**src/rtl/conv_psum_accumulator.sv**
```systemverilog
// Per-lane partial-sum accumulator downstream of the MAC array.
// Seeds each pixel with a latched bias, saturates, and emits one result per pixel.
module conv_psum_accumulator #(
   parameter int LANES  = 8,
   parameter int PSUM_W = 24,
   parameter int BIAS_W = 32,
   parameter int ACC_W  = 32,
   parameter int PIX_W  = 16
) (
   input  logic                    clk,
   input  logic                    rst_n,
   input  logic [PIX_W-1:0]        cfg_total_pixels,
   input  logic                    bias_valid,
   input  logic [LANES*BIAS_W-1:0] bias_data,
   input  logic                    conv_valid_in,
   input  logic                    conv_last_channel,
   input  logic [LANES*PSUM_W-1:0] psum_in,
   output logic                    acc_valid_out,
   output logic [LANES*ACC_W-1:0]  acc_data_out,
   output logic                    frame_done,
   output logic                    ovf_sticky,
   output logic                    proto_err
);

   localparam int SW = ACC_W + 1;

   typedef enum logic [1:0] {IDLE, ARMED, ACCUM} state_t;

   state_t                  state;
   logic [LANES*BIAS_W-1:0] bias_q;
   logic [LANES*ACC_W-1:0]  acc_q;
   logic [LANES*ACC_W-1:0]  acc_nxt;
   logic [PIX_W-1:0]        cnt;
   logic [PIX_W-1:0]        total_q;
   logic [PIX_W-1:0]        cnt_base;
   logic [PIX_W-1:0]        cnt_inc;
   logic [PIX_W-1:0]        total_sel;
   logic [PIX_W-1:0]        total_eff;
   logic                    first;
   logic                    emit;
   logic                    frame_hit;
   logic                    lane_ovf;
   logic                    err_now;
   logic signed [SW-1:0]    base;
   logic signed [SW-1:0]    sum;

   assign first = (state != ACCUM);
   assign emit  = conv_valid_in & conv_last_channel;

   // A bias load restarts the frame, so the emit in that cycle counts as pixel 1.
   assign cnt_base  = bias_valid ? '0 : cnt;
   assign total_sel = bias_valid ? cfg_total_pixels : total_q;
   assign total_eff = (total_sel == '0) ? PIX_W'(1) : total_sel;
   assign cnt_inc   = cnt_base + 1'b1;
   assign frame_hit = (cnt_inc == total_eff);

   assign err_now = (conv_last_channel & ~conv_valid_in)
                  | (conv_valid_in & (state == IDLE) & ~bias_valid)
                  | (bias_valid & (state == ACCUM));

   // Per-lane seed selection, widened add and saturation for the current beat.
   always_comb begin
      acc_nxt  = '0;
      lane_ovf = 1'b0;
      base     = '0;
      sum      = '0;
      for (int i = 0; i < LANES; i++) begin
         if (!first)
            base = SW'($signed(acc_q[i*ACC_W +: ACC_W]));
         else if (bias_valid)
            base = SW'($signed(bias_data[i*BIAS_W +: BIAS_W]));
         else if (state == IDLE)
            base = '0;
         else
            base = SW'($signed(bias_q[i*BIAS_W +: BIAS_W]));
         sum = base + SW'($signed(psum_in[i*PSUM_W +: PSUM_W]));
         if (sum[SW-1] != sum[SW-2]) begin
            lane_ovf = 1'b1;
            acc_nxt[i*ACC_W +: ACC_W] = {sum[SW-1], {(ACC_W-1){~sum[SW-1]}}};
         end else begin
            acc_nxt[i*ACC_W +: ACC_W] = sum[ACC_W-1:0];
         end
      end
   end

   // Control FSM, accumulators, pixel counter and registered outputs.
   always_ff @(posedge clk or negedge rst_n) begin
      if (!rst_n) begin
         state         <= IDLE;
         bias_q        <= '0;
         acc_q         <= '0;
         cnt           <= '0;
         total_q       <= '0;
         acc_valid_out <= 1'b0;
         acc_data_out  <= '0;
         frame_done    <= 1'b0;
         ovf_sticky    <= 1'b0;
         proto_err     <= 1'b0;
      end else begin
         acc_valid_out <= 1'b0;
         frame_done    <= 1'b0;
         if (bias_valid) begin
            bias_q     <= bias_data;
            total_q    <= cfg_total_pixels;
            cnt        <= '0;
            ovf_sticky <= 1'b0;
         end
         if (conv_valid_in) begin
            acc_q <= acc_nxt;
            if (lane_ovf)
               ovf_sticky <= 1'b1;
         end
         if (emit) begin
            acc_valid_out <= 1'b1;
            acc_data_out  <= acc_nxt;
            frame_done    <= frame_hit;
            cnt           <= frame_hit ? '0 : cnt_inc;
         end
         if (err_now)
            proto_err <= 1'b1;
         if (conv_valid_in)
            state <= conv_last_channel ? ARMED : ACCUM;
         else if (bias_valid && state != ACCUM)
            state <= ARMED;
      end
   end

endmodule

```
**config.mk**
```make
export PLATFORM = sky130hd
export DESIGN_NAME = conv_psum_accumulator
export DESIGN_NICKNAME = d
export VERILOG_FILES = /design/src/rtl/conv_psum_accumulator.sv
export SDC_FILE = /design/constraint.sdc
export NUM_CORES = 2
export LEC_CHECK = 0
export CELL_PAD_IN_SITES_DETAIL_PLACEMENT = 1
export CELL_PAD_IN_SITES_GLOBAL_PLACEMENT = 1
export CORE_AREA = 2 2 347 349
export DETAILED_ROUTE_END_ITERATION = 10
export DIE_AREA = 0 0 349 351
export PLACE_DENSITY_LB_ADDON = 0.08
export SKIP_CTS_REPAIR_TIMING = 1
export SYNTH_ARGS = -nofsm -noshare
export SYNTH_HDL_FRONTEND = slang
export SYNTH_SLANG_ARGS = --single-unit
```
**constraint.sdc**
```tcl
create_clock -name clk -period 5.85 [get_ports clk]
set_input_delay 0.585 -clock clk [delete_from_list [all_inputs] [get_ports clk]]
set_output_delay 0.585 -clock clk [all_outputs]
set_load 0.02 [all_outputs]
```
# After elaboration in Yosys (flattened, before gate mapping)
# Index checks and enable logic that the tools add are counted.
dict set report word_totals {
  register_bits 806
  latchBits 0
  mem_bits_rw 0
  rom_bits 0
  input_bits 469
  out_inout_bits 260
  mem_count 0
}
dict set report classes {
  n_addsub 9
  n_mul 0
  div 0
  n_lt_le_gt_ge 0
  eq_ne 11
  n_shift 0
  n_mux 53
  n_bitwise 17
  reduce_logical 4
}
# operator count
set ops {}
lappend ops {{33-bit 2-to-1 mux} 24}
lappend ops {{33-bit by 24-bit adder with 33-bit output} 8}
lappend ops {{32-bit 2-to-1 mux} 8}
lappend ops {{16-bit 2-to-1 mux} 5}
lappend ops {{16-bit by 1-bit adder with 16-bit output (second input constant)} 1}
lappend ops {{16-bit equality test} 1}
lappend ops {{16-bit logical NOT} 1}
lappend ops {{1-bit 2-to-1 mux} 13}
lappend ops {{1-bit NOT} 10}
lappend ops {{1-bit inequality test} 8}
lappend ops {{2-bit 2-to-1 mux} 3}
lappend ops {{1-bit bitwise AND} 5}
lappend ops {{2-bit equality test (second input constant)} 1}
lappend ops {{2-bit logical NOT} 1}
lappend ops {{2-bit inequality test (second input constant)} 1}
lappend ops {{1-bit OR} 2}
lappend ops {{2-bit nonzero test} 1}
lappend ops {{1-bit logical AND} 1}

# Longest topological paths before layout
dict set report depth {
  depth_word 16
  depth_mapped 26
  mapped_depth_nobuf 16
}

# Least setup slack after synthesis
# Ideal clock, no wire load.
dict set report synth_path {
  path_kind {in2reg}
  start {input bias_valid}
  end {register ovf_sticky}
  setup_time_ns 0.126
  arrival_ns 5.515
  t_required_ns 5.724
  setup_slack_ns 0.209
  stages 23
  cell_sequence {buf_6 > clkbuf_1 > buf_2 > buf_2 > buf_2 > clkbuf_1 > clkbuf_1 > clkbuf_1 > nand2_1 > o21ai_0 > a221o_1 > ha_1 > fa_1 > a211oi_1 > o211a_1 > nor4_2 > o22a_2 > a21oi_2 > o31a_1 > o21ai_4 > xor2_1 > or4_1 > o32a_1}
}
dict set report synth_between {
  elab_chain_len 14
  word_cells_on_any_way 43
  classes_between {add/sub: 8; eq/ne: 8; mux: 27}
}
# element line
set synth_lines {}
lappend synth_lines {{from (decl)} 13} ;# input logic bias_valid,
lappend synth_lines {{33-bit 2-to-1 mux} 70} ;# else if (bias_valid)
lappend synth_lines {{33-bit 2-to-1 mux} 68} ;# if (!first)
lappend synth_lines {{33-bit by 24-bit adder with 33-bit output} 76} ;# sum = base + SW'($signed(psum_in[i*PSUM_W +: PSUM_W]));
lappend synth_lines {{1-bit inequality test} 77} ;# if (sum[SW-1] != sum[SW-2]) begin
lappend synth_lines {{1-bit 2-to-1 mux (8 in series)} 77}
lappend synth_lines {{1-bit 2-to-1 mux} 110} ;# if (lane_ovf)
lappend synth_lines {{1-bit 2-to-1 mux (*)} 108} ;# if (conv_valid_in) begin
lappend synth_lines {{to (signal assigned)} 97} ;# ovf_sticky <= 1'b0;
lappend synth_lines {{to (signal assigned)} 106} ;# ovf_sticky <= 1'b0;
lappend synth_lines {{to (signal assigned)} 111} ;# ovf_sticky <= 1'b1;
lappend synth_lines {{to (decl)} 21} ;# output logic ovf_sticky,
# Every way passes the cells marked *; elsewhere a longest branch is shown, timed or not.
# A chain may end at the register's enable or synchronous reset.

# Worst setup path in the final report
dict set report layout_path {
  start {register state[0]}
  end {register acc_q[36]}
}
dict set report layout_between {
  elab_chain_len 7
  word_cells_on_any_way 9
  classes_between {add/sub: 1; eq/ne: 2; mux: 4; bitwise: 1; reduce/logical: 1}
}
# element line
set layout_lines {}
lappend layout_lines {{from (decl)} 29} ;# state_t state;
lappend layout_lines {{from (signal assigned)} 122} ;# state <= conv_last_channel ? ARMED : ACCUM;
lappend layout_lines {{2-bit logical NOT} 72} ;# else if (state == IDLE)
lappend layout_lines {{33-bit 2-to-1 mux} 72}
lappend layout_lines {{33-bit 2-to-1 mux} 70}
lappend layout_lines {{33-bit 2-to-1 mux (*)} 68}
lappend layout_lines {{33-bit by 24-bit adder with 33-bit output (*)} 76}
lappend layout_lines {{1-bit inequality test / 1-bit NOT (equally long branches)} {77, 79}}
lappend layout_lines {{32-bit 2-to-1 mux (*)} 77}
lappend layout_lines {{to (signal assigned)} 109} ;# acc_q <= acc_nxt;
lappend layout_lines {{to (decl)} 31} ;# logic [LANES*ACC_W-1:0] acc_q;
# Marks and branches as above.

==> results.toml <==
[route]
wl_per_cell_um = 24.6
drt_iter0_drc = 2833
num_vias = 44700
detail_route.vias_per_cell = 5.76
dr.pass1.iters = 5
drt-total-wl_um = 191000
drtAntennaViolNets = 0
drc = 0

[global_route]
gr-total-overflow = 0
grt_pass1_wl_um = 291000
antenna_found_initial = 32
grt_pass1_vias = 47100
grtUsageTotal_pct = 30.7
grt_max_degree = 166

[sta]
tns_ps = 0
timing.hold.ws_ps = 396
relSlewSlack_pct = 25.6
worst_pin_slew_ps = 1110
max_freq_mhz = 192
final-setup-viol-count = 0
fin_crit_ps = 5210
drv_slew = 0
rsz0062_at_grt = "no"
fin_crit_sh_pct = 89.1
finClkSkew_ps = 39.8
hold_viol = 0

[yosys]
synthFlopType = "dfrtp_1"
netlist-cell-type-count = 102
syn_area_per_cell_um2 = 8.97
syn_nets = 6243
synth_edf_count = 0
ys_ff_latch = 806
ys_seq_area_share_pct = 40.8
synth.area.top_cells = "dfrtp_1 (41%), ha_1 (6.5%), o21ai_0 (6.0%), mux2_2 (5.5%), a221o_1 (5.3%)"
synth.most_common_cell = "dfrtp_1"
netlist_instances = 5509
yosysWarnings = 0
synth_top_cell_by_area = "dfrtp_1"
synthesis.area_um2 = 49400
ys_async_sr_fraction_pct = 100
netlist.area_leader.share_pct = 40.8
synth_common_cells = "dfrtp_1 (806), nand2_1 (686), o21ai_0 (595)"

[critical_path]
path_common_cell = "o21ai_0"
critical_path_class = "flip-flop to flip-flop"
worst_ep_required_time_ps = 6430
worstSetupStartpoint = "state[0]"
cpLargestDelayFamily = "compound AO/OA/AOI/OAI gates"
cp_max_fo = 24
critPathMaxStageDelay_ps = 720
worst-endpoint-arrival_ps = 5790
path_cells = "nor2_4 > buf_12 > buf_4 > a221o_1 > ha_1 > a21oi_1 > o21ai_0 > o21ai_0 > a2111oi_0 > nor2_1 > o21ai_1 > mux2_2 > or2_1 > o21ai_0 > o21ai_0"
cp-start-kind = "flip-flop"
reg2reg_from = "state[0]"
slowest_stage = "or2_1"
cp_num_buf_inv = 2
cp-end-kind = "flip-flop"

[clocking]
cts_buffer_depth = 3
cts_buffers = 97
insertion_delay_ps = 690
htree_levels = 3
clockRootBuffer = "clkbuf_16"
tritoncts = "done"
clkSinkCount = 806
clkSlewWorstSetupHoldPaths_ps = 60

[power]
total_power_mw = 26.7
p_leak_nw = 27.6
p_per_area_nw_per_um2 = 432
ir_drop_v = 0.000270

[finish]
nFillCells = 13600
finalNetCount = 6860
layout-drive-gt1-share_pct = 9.41
syn_to_final_growth_pct = 25.4
fin_area_um2 = 62000
post-route-util_pct = 52.1

[place]
dpl.hpwl_um = 142000
place.gp.congestion = 0.905
dpl_cell_area_um2 = 58600
port_buffers = 728

[die]
fp.dieH_um = 351
die_w_um = 349
ios = 729
rows = 127
die-area_um2 = 122000
initial_utilization_pct = 41.5
coreArea_um2 = 119000

[min_path]
min_path_type = "input pin to flip-flop"
min_from = "conv_valid_in"

[outcome]
status = "completed"

[flow_run]
max_cap_violations = 0
worst paths after layout:
| kind | end | slack (ps) | cells after the start |
|---|---|---|---|
| min reg2reg | acc_data_out[142] | 480 | 2 |
| max in group asynchronous | bias_q[65] | 3800 | 3 |
| min | acc_q[89] | 400 | 2 |
| max reg2reg | acc_q[36] | 640 | 15 |
| min in group asynchronous | cnt[3] | 500 | 2 |
| max | acc_q[36] | 640 | 15 |
state kept, by name, indices dropped and copies added (netlist names):
| signal | flops |
|---|---|
| cnt | 16 |
| acc_valid_out | 1 |
| acc_data_out | 256 |
| proto_err | 1 |
| bias_q | 256 |
| state | 2 |
| frame_done | 1 |
| ovf_sticky | 1 |
| total_q | 16 |
| acc_q | 256 |
final cells by class:
cell class	instances	area [µm²]	share of cell area [%]
Antenna cell	15	37.5	0.0606
Clock buffer	135	2880	4.64
Clock inverter	43	423	0.682
Inverter	336	1270	2.05
Multi-Input combinational cell	4040	26700	43.1
Sequential cell	806	20200	32.6
Tap cell	1548	1940	3.13
Timing Repair Buffer	845	8550	13.8
worst reg2reg max path: stages, from the launching register on:
cell and delay (ps):
dfrtp_4 580, nor2_4 360, buf_12 250, buf_4 400, a221o_1 270, ha_1 300
a21oi_1 110, o21ai_0 350, o21ai_0 200, a2111oi_0 420, nor2_1 130, o21ai_1 160
mux2_2 370, or2_1 720, o21ai_0 280, o21ai_0 230
where the power goes:
part           total (mW)  leakage (nW)  internal, mW  switching [mW]
registers            8.62          9.63          7.43            1.18
clock network        6.29          1.62          3.70            2.59
logic                11.8          16.3          5.08            6.76
total                26.7          27.6          16.2            10.5
logic make-up (layout without fill, tap and decap cells):
family                     count (synthesis)  after routing  share of synthesized area (%)
AOI/OAI and AO/OA                       1764           1764                           23.4
and+or+nand+nor                         1467           1467                           12.6
DFF                                      806            806                           40.8
buffers and inverters                    663           1359                           5.19
adders and majority gates                312            312                           7.79
muxes                                    253            253                           5.73
xor gates and xnor gates                 244            244                           4.41
other                                      0             15                              0
layer usage:
metal / vias to the layer above / GRT usage [%] / share of wire (%)
met5: - / 0 / 0.094
met4: 30 / 11.4 / 3.9
met3: 281 / 5.45 / 5.0
met2: 1006 / 50.4 / 47
met1: 22500 / 40.5 / 44
li1: 20900 / - / -
through the flow:
step / setup slack, ps / cells
global placement: 462 / 7574
CTS: 655 / 7752
floorplan: 209 / 5509
detailed placement: 348 / 7574
global route: 222 / 7764
finish: 640 / 7768
cells in the final DEF, fill, tap and decap left out, drive strengths merged, types with 47 or more instances in the layout:
cell | Yosys | layout
a21oi | 419 | 419
o21ai | 605 | 605
xnor2 | 151 | 151
mux2 | 241 | 241
ha | 257 | 257
clkdlybuf4s50 | 0 | 725
nor2 | 477 | 477
a221o | 260 | 260
nand3 | 50 | 50
a21o | 125 | 125
xor2 | 93 | 93
clkbuf | 288 | 135
nor3 | 47 | 47
dfrtp | 806 | 806
nand2 | 686 | 686
buf | 39 | 119
maj3 | 47 | 47
inv | 334 | 340
No activity file was read; power rests on OpenSTA's default activity.
